$ cat src/rtl/store_buffer.sv
// Posted-write store buffer between the CPU memory stage and data_mem.
// Stores drain in the background one at a time; loads that hit a pending store word stall until it retires.
module store_buffer #(
    parameter int DEPTH = 4,
    parameter int PTR_W = 2
) (
    input  logic             clk,
    input  logic             rst_n,
    input  logic [31:0]      cpu_addr,
    input  logic [31:0]      cpu_write_data,
    input  logic             cpu_memwrite,
    input  logic             cpu_memread,
    input  logic [3:0]       cpu_sign_mask,
    output logic [31:0]      cpu_read_data,
    output logic             cpu_stall,
    output logic [31:0]      mem_addr,
    output logic [31:0]      mem_write_data,
    output logic             mem_memwrite,
    output logic             mem_memread,
    output logic [3:0]       mem_sign_mask,
    input  logic [31:0]      mem_read_data,
    input  logic             mem_clk_stall,
    output logic [PTR_W:0]   sb_count,
    output logic             sb_empty
);
    typedef enum logic [1:0] {D_IDLE, D_ISSUE, D_WAIT} drain_state_t;

    typedef struct packed {
        logic [31:0] addr;
        logic [31:0] data;
        logic [3:0]  sign_mask;
    } entry_t;

    localparam logic [PTR_W:0] FULL_COUNT = (PTR_W+1)'(DEPTH);

    entry_t           entries [DEPTH];
    logic [DEPTH-1:0] valid;
    logic [PTR_W-1:0] head;
    logic [PTR_W-1:0] tail;
    logic [PTR_W:0]   count;
    drain_state_t     state;

    logic full;
    logic hit;
    logic pop;
    logic push;
    logic load_active;
    logic start_drain;

    // NOTE: hit gets its default before the loop so no path leaves it unassigned (no latch).
    always_comb begin
        hit = 1'b0;
        for (int i = 0; i < DEPTH; i++) begin
            if (valid[i] && (entries[i].addr[31:2] == cpu_addr[31:2])) hit = 1'b1;
        end
    end

    assign full        = (count == FULL_COUNT);
    assign pop         = (state == D_WAIT) && !mem_clk_stall;
    assign push        = cpu_memwrite && (!full || pop);
    // A full buffer refuses loads so the drain cannot be starved.
    assign load_active = cpu_memread && !cpu_memwrite && !hit && (state == D_IDLE) && !full;
    assign start_drain = (state == D_IDLE) && (count != '0) && !load_active;

    assign cpu_stall      = cpu_memwrite ? !push : (cpu_memread && !load_active);
    assign cpu_read_data  = mem_read_data;
    assign mem_memread    = load_active;
    assign mem_addr       = load_active ? cpu_addr : entries[head].addr;
    assign mem_sign_mask  = load_active ? cpu_sign_mask : entries[head].sign_mask;
    assign mem_write_data = entries[head].data;
    assign sb_count       = count;
    assign sb_empty       = (count == '0);

    // NOTE: the entry storage has no reset; the valid bits alone say which entries are live.
    always_ff @(posedge clk) begin
        if (push) entries[tail] <= '{addr: cpu_addr, data: cpu_write_data, sign_mask: cpu_sign_mask};
    end

    always_ff @(posedge clk or negedge rst_n) begin
        if (!rst_n) begin
            head         <= '0;
            tail         <= '0;
            count        <= '0;
            valid        <= '0;
            state        <= D_IDLE;
            mem_memwrite <= 1'b0;
        end else begin
            // NOTE: non-blocking updates; when push and pop hit the same slot the later push wins.
            if (pop) begin
                valid[head] <= 1'b0;
                head        <= head + 1'b1;
            end
            if (push) begin
                valid[tail] <= 1'b1;
                tail        <= tail + 1'b1;
            end
            case ({push, pop})
                2'b10:   count <= count + 1'b1;
                2'b01:   count <= count - 1'b1;
                default: count <= count;
            endcase

            case (state)
                D_IDLE: begin
                    if (start_drain) begin
                        state        <= D_ISSUE;
                        mem_memwrite <= 1'b1;
                    end
                end
                D_ISSUE: begin
                    state        <= D_WAIT;
                    mem_memwrite <= 1'b0;
                end
                D_WAIT: begin
                    if (!mem_clk_stall) state <= D_IDLE;
                end
                default: begin
                    state        <= D_IDLE;
                    mem_memwrite <= 1'b0;
                end
            endcase
        end
    end
endmodule

$ cat config.mk
export PLATFORM = sky130hd
export DESIGN_NAME = store_buffer
export DESIGN_NICKNAME = d
export VERILOG_FILES = /design/src/rtl/store_buffer.sv
export SDC_FILE = /design/constraint.sdc
export NUM_CORES = 1
export LEC_CHECK = 0
export ABC_CLOCK_PERIOD_IN_PS = 5600
export CAP_MARGIN = 30
export CORE_MARGIN = 2
export CORE_UTILIZATION = 34
export CTS_CLUSTER_SIZE = 30
export DETAILED_ROUTE_END_ITERATION = 7
export DONT_BUFFER_PORTS = 1
export PLACE_DENSITY = 0.55
export SYNTH_ARGS = -nofsm -noshare
export SYNTH_HDL_FRONTEND = slang
export SYNTH_SLANG_ARGS = --single-unit
$ cat constraint.sdc
create_clock -name clk -period 5.6 [get_ports clk]
set_input_delay 0.56 -clock clk [delete_from_list [all_inputs] [get_ports clk]]
set_output_delay 0.56 -clock clk [all_outputs]
set_load 0.01 [all_outputs]
---- Yosys cells after proc, flatten, opt, wreduce, memory -nomap -nowiden ----
Memory sizes are Yosys's and may differ from the RTL's.
Index checks and enable logic that the tools add are counted.
operators by class
  $add $sub $neg .......................... 4
  $mul .................................... 0
  bitwise operators ....................... 4
  eq/ne operators ......................... 11
  shift operators ......................... 0
  muxes and demuxes ....................... 21
  div/mod/pow operators ................... 0
  order comparisons ....................... 4
  reductions and logical operators ........ 28
operator list
  operator             count
  $eq 30x30->1         4
  $mux 32              1
  $logic_and 1x1->1    15
  $mux 4               3
  $mux 1               10
  $logic_not 1->1      6
  $lt 2x3->1 const B   2
  $pmux 2 s3           1
  $pmux 3 s2           1
  $add 2x1->2 const B  2
  $and 4x4->4          1
  $demux 1 s2          2
  $eq 2x1->1 const B   2
  $eq 2x2->1 const B   2
  $ge 2x1->1 const B   2
  $mux 2               2
  $ne 2x2->1 const B   2
  $not 4->4            1
  $or 4x4->4           1
  $reduce_and 2->1     2
  $add 3x1->3 const B  1
  $eq 3x3->1 const B   1
  $logic_not 3->1      1
  $reduce_bool 3->1    1
  other kinds (6)      6
storage, ports and cells
  memories kept ........................... 1
  register bits after elaboration ......... 14
  memory bits (writable) .................. 272
  word-level logic and storage cells ...... 79
  memory bits (read-only) ................. 0
  bits in latches ......................... 0
  bits of input ports ..................... 105
  output and inout bits ................... 107
memory list
  name     depth  width  rd ports  clocked after Yosys merged registers in  write ports  line  RTL
  entries  4      68     5         0                                        1            36    entry_t entries [DEPTH];

---- Longest topological paths before layout ----
  depth after elaboration ................. 14
  gate-level depth with buffers ........... 12
  mapped depth without buffers ............ 11

---- Worst setup path before layout ----
No wires, ideal clock.
  kind .................................... input port to flip-flop
  start point ............................. input port mem_clk_stall
  end point ............................... memory entries[0][0] (netlist name) (enable)
  cell stages on the path ................. 5
  path buffers ............................ 1
  setup time .............................. 0.434 ns
  required time ........................... 5.166 ns
  setup slack ............................. 2.215 ns
  arrival time ............................ 2.951 ns
  path through ............................ nor3b_4 -> nor2_1 -> nor2b_1 -> clkbuf_1 -> and2_1
on the way
  longest elaborated chain between the ends .. 6
ends and longest elaborated chain
  element                       line  RTL
  start, declared               22    input logic mem_clk_stall,
  $logic_not 1->1               -
  $logic_and 1x1->1             59    assign pop = (state == D_WAIT) && !mem_clk_stall;
  $logic_or 1x1->1              60    assign push = cpu_memwrite && (!full || pop);
  $logic_and 1x1->1             60
  $mux 1                        76    if (push) entries[tail] <= '{addr: cpu_addr, data: cpu_write_data, sign_mask: cpu_sign_mask};
  $mux 1 (not written as such)  76
  end, declared                 36
No other way between the ends.

---- Final worst setup path ----
  start point ............................. register count[0], in the netlist sb_count[0]
  end point ............................... output port mem_sign_mask[0]
on the way
  longest elaborated chain between the ends .. 4
ends and longest elaborated chain
  element                 line  RTL
  start, declared         40    logic [PTR_W:0] count;
  start signal, assigned  98    2'b10: count <= count + 1'b1;
  start signal, assigned  99    2'b01: count <= count - 1'b1;
  start signal, assigned  100   default: count <= count;
  $eq 3x3->1              58    assign full = (count == FULL_COUNT);
  $logic_not 1->1         62    assign load_active = cpu_memread && !cpu_memwrite && !hit && (state == D_IDLE) && !full;
  $logic_and 1x1->1       62
  $mux 4                  69    assign mem_sign_mask = load_active ? cpu_sign_mask : entries[head].sign_mask;
  end, declared           20    output logic [3:0] mem_sign_mask,
No other way between the ends.

==> impl_results.rst <==
.. list-table::
   :header-rows: 1

   * - Metric
     - Value
   * - Distinct cell type count after synthesis
     - 31
   * - Pin count of the biggest net entering global routing
     - 41
   * - LEAKAGE
     - 4.45 nW
   * - Post-synthesis cell type with the largest combined area
     - edfxtp_1
   * - Pre-antenna DRT Iters
     - 7
   * - Power per standard cell area
     - 514 mW/mm^2
   * - Post-CTS Resized
     - 0
   * - Post-layout utilization of the core
     - 37.5%
   * - Final max-slew violation count
     - 0
   * - Gate count of the mapped netlist
     - 692
   * - Detailed-route wire length
     - 28900 um
   * - Yosys synthesis warning count
     - 0
   * - Most frequent cell on the critical path
     - nand3_1
   * - Cell with the most instances after synthesis
     - edfxtp_1
   * - DRC viols
     - 0
   * - Number of flops mapped to enable cells by yosys
     - 272
   * - Number of buffers added by the clock tree synthesis step
     - 34
   * - List of most frequent post-synthesis cells
     - edfxtp_1 (272), xnor2_1 (101), mux4_2 (68)
   * - Top FF cell, synth
     - edfxtp_1
   * - Cell at the slowest stage of the critical path
     - nand3_4
   * - Die ar.
     - 0.0392 sq mm
   * - Drt via density
     - 4.99
   * - Number of sinks handled by clock tree synthesis
     - 286
   * - Startpoint type of the worst setup path
     - flop
   * - Fin crit share
     - 68.2%
   * - Layout cells sized above 1
     - 23.0%
   * - Flop and latch count out of synthesis
     - 286
   * - Run status
     - finished, final reports clean
   * - Count of buffers from port buffering
     - 0
   * - Cell types with the largest area share after synthesis
     - edfxtp_1 (64%), mux4_2 (12%), xnor2_1 (6.9%), mux2_4 (3.5%), dfrtp_1 (2.7%)
   * - Routed via count
     - 5910
   * - Clock tree from TritonCTS
     - built
   * - Average size of a mapped cell
     - 18.5 sq um
   * - Effective utilization at floorplan
     - 34.3%
   * - Slowest cell delay on critical path
     - 700 ps
   * - Kind of end point of the critical path
     - output pin
   * - Summed negative setup slack over all endpoints
     - 0 ps
   * - Unrepaired setup endpoints after global routing
     - no
   * - Area Overhead vs Synth
     - 9.49%
   * - Final setup viols
     - 0
   * - Clock input transition at the sequential cells of the worst setup and hold paths
     - 60 ps
   * - Worst Hold Path Cells
     - 0
   * - RR Startpoint
     - state[0]
   * - Via count of the first global-routing pass
     - 6480
   * - Post-cts hold buffer count
     - 1
   * - Placed cell count
     - 1127
   * - Clock latency at the later pin of the worst-skew pair
     - 540 ps
   * - Detailed router's first-iteration violation count
     - 326
   * - Die X-Extent
     - 198 um
   * - Post-CTS setup buffer count
     - 0
   * - Count of filler cells inserted in the layout
     - 3375
   * - Worst setup slack for register-to-register paths
     - 2490 ps
   * - Final HPWL from detailed placement
     - 19200 um
   * - Total of max-cap violations
     - 0
   * - Share of Yosys cell area claimed by the top area cell type
     - 63.8%
   * - Nets@finish
     - 768
   * - Count of nets left with antenna violations after detail routing
     - 0
   * - Clock tree skew after final layout
     - 28.7 ps
   * - Normalized max-slew margin
     - 41.0%
   * - CTS HTree Levels
     - 2
   * - Data arrival time of the critical path
     - 3260 ps
   * - Proportion of synthesized chip area in sequential cells
     - 66.5%
   * - Timing-limited maximum frequency
     - 262 MHz
   * - Clock tree root driver cell
     - clkbuf_16
   * - Required time reported for the critical path endpoint
     - 5040 ps
   * - Transition at the pin with the smallest max-transition slack
     - 885 ps
   * - Post-layout min period
     - 3820 ps
   * - Capture endpoint of the worst hold path
     - entries[2][34]
   * - Site Rows
     - 71
   * - Maximum root-to-sink buffer count
     - 3
   * - Path type of the worst setup path
     - flop to output pin
   * - Net Count, Synth
     - 807
   * - Maximum fanout encountered on the critical timing path
     - 40
   * - Number of inserted diodes
     - 0
   * - Number of top-level design ports
     - 212
   * - GP Congestion
     - 0.842
   * - Endpoint of the worst register-to-register path
     - entries[2][29]
   * - Non-filler instance count after layout
     - 1185
   * - Async set-or-reset flop fraction in the synthesized netlist
     - 4.90%
   * - Peak supply drop
     - 0.310 mV
   * - Core region area
     - 0.0374 sq mm
   * - Length in cells of the worst reg-to-reg path
     - 5
   * - Floorplan die height
     - 198 um
   * - WL per Instance
     - 24.4 um
   * - Synthesized cell area
     - 0.0128 sq mm
   * - Tot GR Track Use
     - 15.0%
   * - Final hold violations
     - 0
   * - Worst hold path startpoint
     - cpu_write_data[30]
   * - Sum of overflow across all layers after global routing
     - 0
   * - Tightest Hold Check Type
     - input pin to flop
   * - Global-route wire length before repair
     - 42500 um
   * - List of cells traversed by the critical path
     - inv_1, nand3_1, nand3_1, a41oi_1, nand3_4, mux2_1
   * - Post-Route Hold Slack
     - 110 ps
   * - Number of antenna violations at the first check in global routing
     - 0
==> cell families (layout without fill, tap and decap cells) <==
kind of cell / Yosys count / in the layout / share of synthesized area (%)
DFF: 286 / 286 / 66.5
xor gates and xnor gates: 125 / 125 / 8.55
muxes: 105 / 105 / 16.1
buffers and inverters: 93 / 75 / 4.32
and+or+nand+nor: 62 / 62 / 2.91
AOI/OAI and AO/OA: 11 / 11 / 0.615
adders and majority gates: 10 / 10 / 1.04
==> metal layers <==
| layer | track usage [%] | vias to the layer above | wire length, um |
|---|---|---|---|
| met5 | 0.383 | - | 0 |
| met4 | 7.83 | 0 | 1270 |
| met3 | 4.96 | 73 | 2560 |
| met2 | 24.2 | 227 | 13900 |
| met1 | 17.9 | 3055 | 11200 |
| li1 | - | 2555 | - |
==> metrics by stage <==
stage | worst slack (ps) | total power, mW | area, sq um
2_1_floorplan | 2220 | 4.78 | 12800
3_3_place_gp | 2190 | 5.27 | 13000
3_5_place_dp | 2190 | 5.30 | 13000
4_1_cts | 1680 | 7.35 | 14000
5_1_grt | 1600 | 7.56 | 14000
6_report | 1780 | 7.22 | 14000
==> layout make-up <==
class	instances	area [sq um]	share of cell area, %
timing repair buffer	8	62.6	0.446
inverter	10	37.5	0.268
sequential	286	8530	60.8
clock buffer	42	881	6.28
multi-input combinational	313	3760	26.8
clock inverter	15	124	0.883
tap	511	639	4.56
==> placed cells by master, fill, tap and decap left out, drive strengths merged <==
master	Yosys	routed
edfxtp	272	272
xnor2	101	101
a41oi	1	1
dlygate4sd3	0	1
a22o	2	2
mux2	36	36
inv	10	14
nor2b	2	2
nor2	3	3
clkinv	0	10
o21ai	3	3
a21o	4	4
nand2	6	6
bufinv	0	1
a22oi	1	1
and2	5	5
mux4	68	68
fa	1	1
clkbuf	7	42
ha	9	9
dfrtp	14	14
nor3b	1	1
xor2	24	24
nand4	25	25
nand3	6	6
nor4	12	12
nor3	2	2
buf	76	7
mux2i	1	1
==> critical path, delay by kind of cell, from the launching register on <==
kind                   cells  cell delay (ps)
buffers and inverters      1              130
multiplexers               1              660
AND/OR/NAND/NOR            3             1080
AO/OA/AOI/OAI              1              360
flip-flops                 1              470
==> worst max-delay path by stage <==
| stage | from | end | slack, ps | cells past startpoint |
|---|---|---|---|---|
| 2_1_floorplan | mem_clk_stall | entries[0][0] | 2220 | 5 |
| 3_3_place_gp | cpu_addr[20] | mem_addr[29] | 2190 | 5 |
| 3_5_place_dp | cpu_addr[20] | mem_addr[30] | 2190 | 5 |
| 4_1_cts | sb_count[0] | mem_addr[30] | 1680 | 6 |
| 5_1_grt | sb_count[0] | mem_sign_mask[2] | 1600 | 6 |
| 6_report | sb_count[0] | mem_sign_mask[0] | 1780 | 6 |
==> power breakdown <==
group	internal, mW	total, mW	switching (mW)	leakage, nW
logic	0.959	2.03	1.07	1.31
clock network	1.17	2.02	0.847	0.488
registers	2.84	3.17	0.325	2.65
==> registers in the layout, summed over array words and instances (netlist names) <==
| name | count |
|---|---|
| entries | 272 |
| valid | 4 |
| sb_count | 3 |
| head | 2 |
| state | 2 |
| tail | 2 |
| mem_memwrite | 1 |
(Power assumes the default switching activity.)
